File: src/rtl/tick_period_monitor.sv
`default_nettype none
// +---------------------------------------------------------------------------+
// | tick_period_monitor: checks tick spacing against EXP_CYCLES +/- TOL,       |
// | reports early/late errors and lock, counts ticks. Rev 1.0                 |
// +---------------------------------------------------------------------------+
module tick_period_monitor #(
  parameter int EXP_CYCLES = 521,
  parameter int TOL        = 2,
  parameter int LOCK_COUNT = 4,
  parameter int CNT_W      = 16
) (
  input  logic             clk,
  input  logic             reset_n,
  input  logic             tick_in,
  output logic [CNT_W-1:0] period,
  output logic             period_valid,
  output logic             locked,
  output logic             err_early,
  output logic             err_late,
  output logic [7:0]       tick_count
);

  localparam int GOOD_W = $clog2(LOCK_COUNT + 1);

  localparam logic [CNT_W-1:0]  LO_LIM  = CNT_W'(EXP_CYCLES - TOL);
  localparam logic [CNT_W-1:0]  HI_LIM  = CNT_W'(EXP_CYCLES + TOL);
  localparam logic [CNT_W-1:0]  THR     = CNT_W'(EXP_CYCLES + TOL + 1);
  localparam logic [CNT_W-1:0]  CNT_MAX = '1;
  localparam logic [GOOD_W-1:0] GOOD_TARGET = GOOD_W'(LOCK_COUNT);

  localparam logic [1:0] S_IDLE    = 2'd0;
  localparam logic [1:0] S_ACQUIRE = 2'd1;
  localparam logic [1:0] S_LOCKED  = 2'd2;

  logic [1:0]        state, state_nxt;
  logic [CNT_W-1:0]  cnt, cnt_nxt;
  logic [GOOD_W-1:0] good_cnt, good_nxt;

  logic [CNT_W-1:0]  period_nxt;
  logic              period_valid_nxt;
  logic              locked_nxt;
  logic              err_early_nxt;
  logic              err_late_nxt;
  logic [7:0]        tick_count_nxt;

  logic active;
  logic in_tol;
  logic at_thr;

  assign active = (state == S_ACQUIRE) || (state == S_LOCKED);
  assign in_tol = (cnt >= LO_LIM) && (cnt <= HI_LIM);
  assign at_thr = (cnt == THR);

  // State register: every output is registered alongside the FSM state
  always_ff @(posedge clk) begin
    if (!reset_n) begin
      state        <= S_IDLE;
      cnt          <= '0;
      good_cnt     <= '0;
      period       <= '0;
      period_valid <= 1'b0;
      locked       <= 1'b0;
      err_early    <= 1'b0;
      err_late     <= 1'b0;
      tick_count   <= '0;
    end else begin
      state        <= state_nxt;
      cnt          <= cnt_nxt;
      good_cnt     <= good_nxt;
      period       <= period_nxt;
      period_valid <= period_valid_nxt;
      locked       <= locked_nxt;
      err_early    <= err_early_nxt;
      err_late     <= err_late_nxt;
      tick_count   <= tick_count_nxt;
    end
  end

  // Next-state logic; a missing tick at THR drops lock without a capture
  always_comb begin
    state_nxt = state;
    good_nxt  = good_cnt;
    case (state)
      S_IDLE: begin
        good_nxt = '0;
        if (tick_in) state_nxt = S_ACQUIRE;
      end
      S_ACQUIRE, S_LOCKED: begin
        if (tick_in) begin
          if (in_tol) begin
            if (state == S_ACQUIRE) begin
              good_nxt = good_cnt + 1'b1;
              if (good_cnt + 1'b1 == GOOD_TARGET) state_nxt = S_LOCKED;
            end
          end else begin
            good_nxt  = '0;
            state_nxt = S_ACQUIRE;
          end
        end else if (at_thr) begin
          good_nxt  = '0;
          state_nxt = S_ACQUIRE;
        end
      end
      default: begin
        good_nxt  = '0;
        state_nxt = S_IDLE;
      end
    endcase
  end

  // Output / datapath next values
  always_comb begin
    period_nxt       = period;
    period_valid_nxt = 1'b0;
    err_early_nxt    = 1'b0;
    err_late_nxt     = 1'b0;
    locked_nxt       = (state_nxt == S_LOCKED);
    tick_count_nxt   = tick_in ? tick_count + 8'd1 : tick_count;

    if (tick_in)
      cnt_nxt = CNT_W'(1);
    else if (active)
      cnt_nxt = (cnt == CNT_MAX) ? cnt : cnt + 1'b1;
    else
      cnt_nxt = '0;

    if (active) begin
      err_late_nxt = at_thr;
      if (tick_in) begin
        period_nxt       = cnt;
        period_valid_nxt = 1'b1;
        err_early_nxt    = (cnt < LO_LIM);
      end
    end
  end

endmodule
`default_nettype wire

File: config.mk
export PLATFORM = sky130hd
export DESIGN_NAME = tick_period_monitor
export DESIGN_NICKNAME = d
export VERILOG_FILES = /design/src/rtl/tick_period_monitor.sv
export SDC_FILE = /design/constraint.sdc
export NUM_CORES = 1
export LEC_CHECK = 0
export CAP_MARGIN = 15
export CORE_MARGIN = 2
export CORE_UTILIZATION = 29
export CTS_CLUSTER_SIZE = 30
export DETAILED_ROUTE_END_ITERATION = 6
export PLACE_DENSITY = 0.58
export SETUP_SLACK_MARGIN = 0.05
export SKIP_CTS_REPAIR_TIMING = 1
export SLEW_MARGIN = 10
export SYNTH_ARGS = -nofsm -noshare
export SYNTH_HDL_FRONTEND = slang
export SYNTH_SLANG_ARGS = --single-unit
export TNS_END_PERCENT = 30
File: constraint.sdc
create_clock -name clk -period 2.1 [get_ports clk]
set_input_delay 0.21 -clock clk [delete_from_list [all_inputs] [get_ports clk]]
set_output_delay 0.21 -clock clk [all_outputs]
set_load 0.01 [all_outputs]
Word-level counts from Yosys, hierarchy flattened
Cells that the tools add are included.
{ "op_classes": {"add_sub_neg": 3, "n_lt_le_gt_ge": 3, "n_eq_ne": 8, "muxes": 15, "bitwise": 2, "n_reduce_logical": 11} }
{ "ops": {"columns": ["cell", "n"], "rows": [
  ["$add A16 B1 Y16 const B", 1],
  ["$eq A16 B10 Y1 const B", 1],
  ["$eq A16 B16 Y1 const B", 1],
  ["$ge A16 B10 Y1 const B", 1],
  ["$le A16 B10 Y1 const B", 1],
  ["$lt A16 B10 Y1 const B", 1],
  ["$mux W2", 6],
  ["$mux W3", 4],
  ["$add A8 B1 Y8 const B", 1],
  ["$reduce_and A2 Y1", 4],
  ["$eq A2 B2 Y1 const B", 2],
  ["$mux W1", 4],
  ["$pmux W2 S2", 1],
  ["$add A3 B1 Y3 const B", 1],
  ["$eq A3 B3 Y1 const B", 1],
  ["$ne A3 B2 Y1 const B", 1],
  ["$ne A3 B3 Y1 const B", 1],
  ["$reduce_and A3 Y1", 1],
  ["$reduce_or A3 Y1", 1],
  ["$eq A2 B1 Y1 const B", 1],
  ["$logic_not A2 Y1", 1],
  ["$not A1 Y1", 2],
  ["$reduce_bool A2 Y1", 1],
  ["$reduce_or A2 Y1", 1],
  ["2 further kinds", 2]
]} }
{ "totals": {"reg_bits": 49, "in_bits": 3, "word_cells": 52} }

Depth between registers and ports, before layout
{ "depth": {"word_depth": 8, "ltp_mapped": 7, "depth_no_buf": 7} }

Least setup slack after synthesis
No wires, ideal clock.
{ "synth_timing": {"path_kind": "register to register", "start": "reg cnt[5]", "end": "reg state[0]", "setup_ns": 0.116, "arrival_ns": 1.793, "slack_ns": 0.192, "path_stages_with_launch": 7, "path_buffers": 1, "period_less_slack_ns": 1.908, "path_cell_list": "dfxtp_1 -> buf_6 -> or4_4 -> or3_4 -> o31ai_1 -> a22oi_1 -> and3b_1"} }
{ "synth_via": {"elab_chain_cells": 5} }
{ "synth_rtl": {"columns": ["element", "line", "rtl"], "rows": [
  ["start: declaration", "36", "logic [CNT_W-1:0] cnt, cnt_nxt;"],
  ["start signal: assignment", "68", "cnt <= cnt_nxt;"],
  ["$ge A16 B10 Y1 / $le A16 B10 Y1 (equally long branches)", "51", "assign in_tol = (cnt >= LO_LIM) && (cnt <= HI_LIM);"],
  ["$logic_and A1 B1 Y1", "51", null],
  ["$mux W2", "90", "if (in_tol) begin"],
  ["$mux W2 *", "89", "if (tick_in) begin"],
  ["$pmux W2 S2 *", "83", "case (state)"],
  ["end signal: assignment", "67", "state <= state_nxt;"],
  ["end: declaration", "35", "logic [1:0] state, state_nxt;"]
]} }
Every way passes the cells marked *; elsewhere a longest branch is shown, timed or not.
A chain may end at the register's enable or synchronous reset.

Worst setup path in the final report
{ "layout_timing": {"start": "reg cnt[6]", "end": "reg good_cnt[2]"} }
{ "layout_via": {"elab_chain_cells": 4} }
{ "layout_rtl": {"columns": ["element", "line", "rtl"], "rows": [
  ["$ge A16 B10 Y1 / $le A16 B10 Y1 (equally long branches)", "51", null],
  ["$logic_and A1 B1 Y1", "51", null],
  ["$ne A3 B2 Y1 (no source line) / $mux W3 (equally long branches)", null, null],
  ["$reduce_and A2 Y1 (no source line) / $mux W3 (equally long branches)", null, null],
  ["end signal: assignment", "69", "good_cnt <= good_nxt;"],
  ["end: declaration", "37", "logic [GOOD_W-1:0] good_cnt, good_nxt;"]
]} }
Several ways; a longest one is shown, not always the timed one.

==> reports/metrics.yaml <==
floorplanning:
  start_util_pct: 29.79
  io_pins: 31
  die_area_um2: 8622
  die_h_um: 92.86
  num_rows: 32
  core_area_um2: 7687
  chipWidth_um: 92.86
yosys:
  synth_area_um2: 2290
  synthArstFlopShare_pct: 0
  avgSynthCellArea_um2: 8.608
  synthDistinctLibCells: 41
  synth_nets: 277
  synthFlopType: "dfxtp_1"
  synthCells: 266
  synth_seq_cells: 49
  yosys_warnings: 0
  ys_seq_area_share_pct: 42.84
  synth_edf_count: 0
grt:
  antenna_found_initial: 0
  grt_usage_pct: 11.91
  busiest_layer: "met2"
  overflow: 0
  grt_max_degree: 24
  grtUsageMet3_pct: 2.522
  grt_pass1_vias: 1748
  use_met2_pct: 19.14
  grtUsageMet1_pct: 15.78
  grt_pass1_wl_um: 8376
place:
  dpl_cell_area_um2: 2731
  routabilityCongestion: 0.8724
  portBuffers: 30
  dpl.hpwl_um: 3561
drt:
  drt_iter0_drc: 51
  dr_total_vias: 1913
  drcViolationCount: 0
  drtPass1Iterations: 4
  post_drt_wl_per_cell_um: 11.90
  viasPerCell: 4.759
  ant_nets: 0
  finalWirelength_um: 4783
cts:
  cts_made_buffers: 5
  insertion_delay_ns: 0.31
  clk_path_buf_depth: 2
  h-tree-depth: 2
  cts_tree: "built"
  clock_tree.root_cell: "clkbuf_8"
  clk_pin_slew_ns: 0.09
  cts_sinks: 49
layout:
  area_growth_syn_to_layout_pct: 24.37
  drive_above_1_share_pct: 8.000
  fill_cells: 811
  fin_area_um2: 2848
  layout.nets: 310
  diodes: 0
hold_path:
  min_delay_path_depth: 2
  hold_path.class: "reg -> reg"
  hp-start: "period[12]"
  min_to: "period[12]"
run:
  cap_violations: 0
pwr:
  total_power_uw: 1724
  power_density_nw_per_um2: 605.5
  vdd_drop_max_mv: 0.2231
  total_leakage_power_uw: 0.0009792
sta:
  layout_min_cycle_time_ns: 1.978
  report.final.hold_viol_count: 0
  fmax_mhz: 505.7
  finalCritPeriodShare_pct: 94.17
  report.final.slew_viol_count: 0
  rsz0062_at_grt: "true"
  max-slew-margin-rel_pct: 60.75
  tns_ns: 0
  setup_viol: 0
  fin_skew_ns: 0.007812
  tightest_slew_ns: 0.5826
setup_path:
  regToRegSetupSlack_ns: 0.12
  cp-end-kind: "flip-flop"
  crit_required_ns: 2.33
  rr_worst_depth: 5
  start_kind: "flip-flop"
  regToRegStartpoint: "cnt[6]"
  rr_endpoint: "good_cnt[2]"
  path_class: "reg -> reg"
  critPathMaxFanout: 7
  crit_arrival_ns: 2.20
outcome:
  outcome: "completed"
==> cells by family after synthesis <==
family                     share of synthesized area (%)
adders and majority gates                          4.372
xor gates and xnor gates                           6.503
and+or+nand+nor                                    26.01
AOI/OAI and AO/OA                                  15.30
DFF                                                42.84
buffers and inverters                              3.661
muxes                                              1.312
==> worst max-delay path by stage <==
stage,from,to,slack [ns],cells after the start
floorplan,cnt[5],state[0],0.19,6
global placement,cnt[6],good_cnt[2],0.20,5
detailed placement,cnt[6],good_cnt[2],0.16,5
CTS,cnt[6],good_cnt[2],0.12,5
global route,cnt[6],good_cnt[1],0.03,5
finish,cnt[6],good_cnt[2],0.12,5
==> flip-flops by register name, summed over array words and instances (netlist names) <==
register and flops:
cnt 16, period 16, tick_count 8, good_cnt 3, state 2, err_early 1, err_late 1, locked 1
period_valid 1
==> layout by cell type, fill, tap and decap left out, types with 2 or more instances in the layout <==
master	n
nand2b_1	2
nor2b_1	2
o21ai_0	10
or3_1	2
nand2_1	45
xor2_1	11
o211ai_1	3
a21boi_0	18
dfxtp_1	49
buf_4	10
xnor2_1	6
clkbuf_8	5
and2_1	7
and3_1	7
nor3_1	5
and3b_1	2
mux2i_1	3
nand3_1	10
nand4_1	6
nor2_1	19
nor4b_1	2
ha_1	8
a31oi_1	5
o2111ai_1	4
a21oi_1	6
clkdlybuf4s50_1	30
inv_1	6
==> Yosys cell counts, types with 2 or more instances <==
library cell	instances	share of area (%)
a21boi_0	18	5.9
a21oi_1	6	1.3
a31oi_1	5	1.4
and2_1	7	1.9
and3_1	7	1.9
and3b_1	2	0.77
clkbuf_1	11	1.8
dfxtp_1	49	43
ha_1	8	4.4
inv_1	6	0.98
mux2i_1	3	1.3
nand2_1	45	7.4
nand2b_1	2	0.55
nand3_1	11	2.4
nand4_1	6	1.6
nor2_1	19	3.1
nor2b_1	2	0.55
nor3_1	5	1.1
nor4b_1	2	0.77
o2111ai_1	4	1.5
o211ai_1	3	0.98
o21ai_0	10	2.2
or3_1	2	0.55
xnor2_1	6	2.3
xor2_1	11	4.2
==> area by class of cell <==
class | instances | area, µm² | area share (%)
clock buffers | 6 | 72.57 | 2.548
clock inverters | 2 | 38.79 | 1.362
inverters | 6 | 22.52 | 0.7909
multi-input cells | 197 | 1230 | 43.19
flip-flops and latches | 49 | 980.9 | 34.45
well taps | 102 | 127.6 | 4.482
repair buffers | 40 | 375.4 | 13.18
==> through the flow <==
step / std cells / hold slack (ns) / worst slack (ns) / util (%)
after floorplan: 266 / 0.4348 / 0.1916 / -
after global placement: 394 / 0.4538 / 0.1991 / 35.53
after detailed placement: 394 / 0.4591 / 0.1590 / 35.53
after CTS: 402 / 0.4730 / 0.1197 / 36.98
after global routing: 402 / 0.4918 / 0.03039 / 37.04
final: 402 / 0.4662 / 0.1225 / 37.04
==> power by group <==
part           switching, µW  internal (µW)  total, µW  leakage, µW
Sequential              8.37            938        946     0.000396
Combinational           56.7           47.0        104     0.000528
Clock                    317            358        674    0.0000554
==> worst max-delay path, cell delays in order (launching register included) <==
cell      delay (ns)
dfxtp_1         0.38
or4_4           0.54
or3_4           0.37
nor3_4          0.26
a31oi_1         0.14
a211oi_2        0.20
==> routing by layer <==
layer	share of wire, %	up-vias
met5	0	-
met4	1.8	0
met3	3.6	8
met2	44	30
met1	51	883
li1	-	992
No activity file was read; power rests on OpenSTA's default activity.
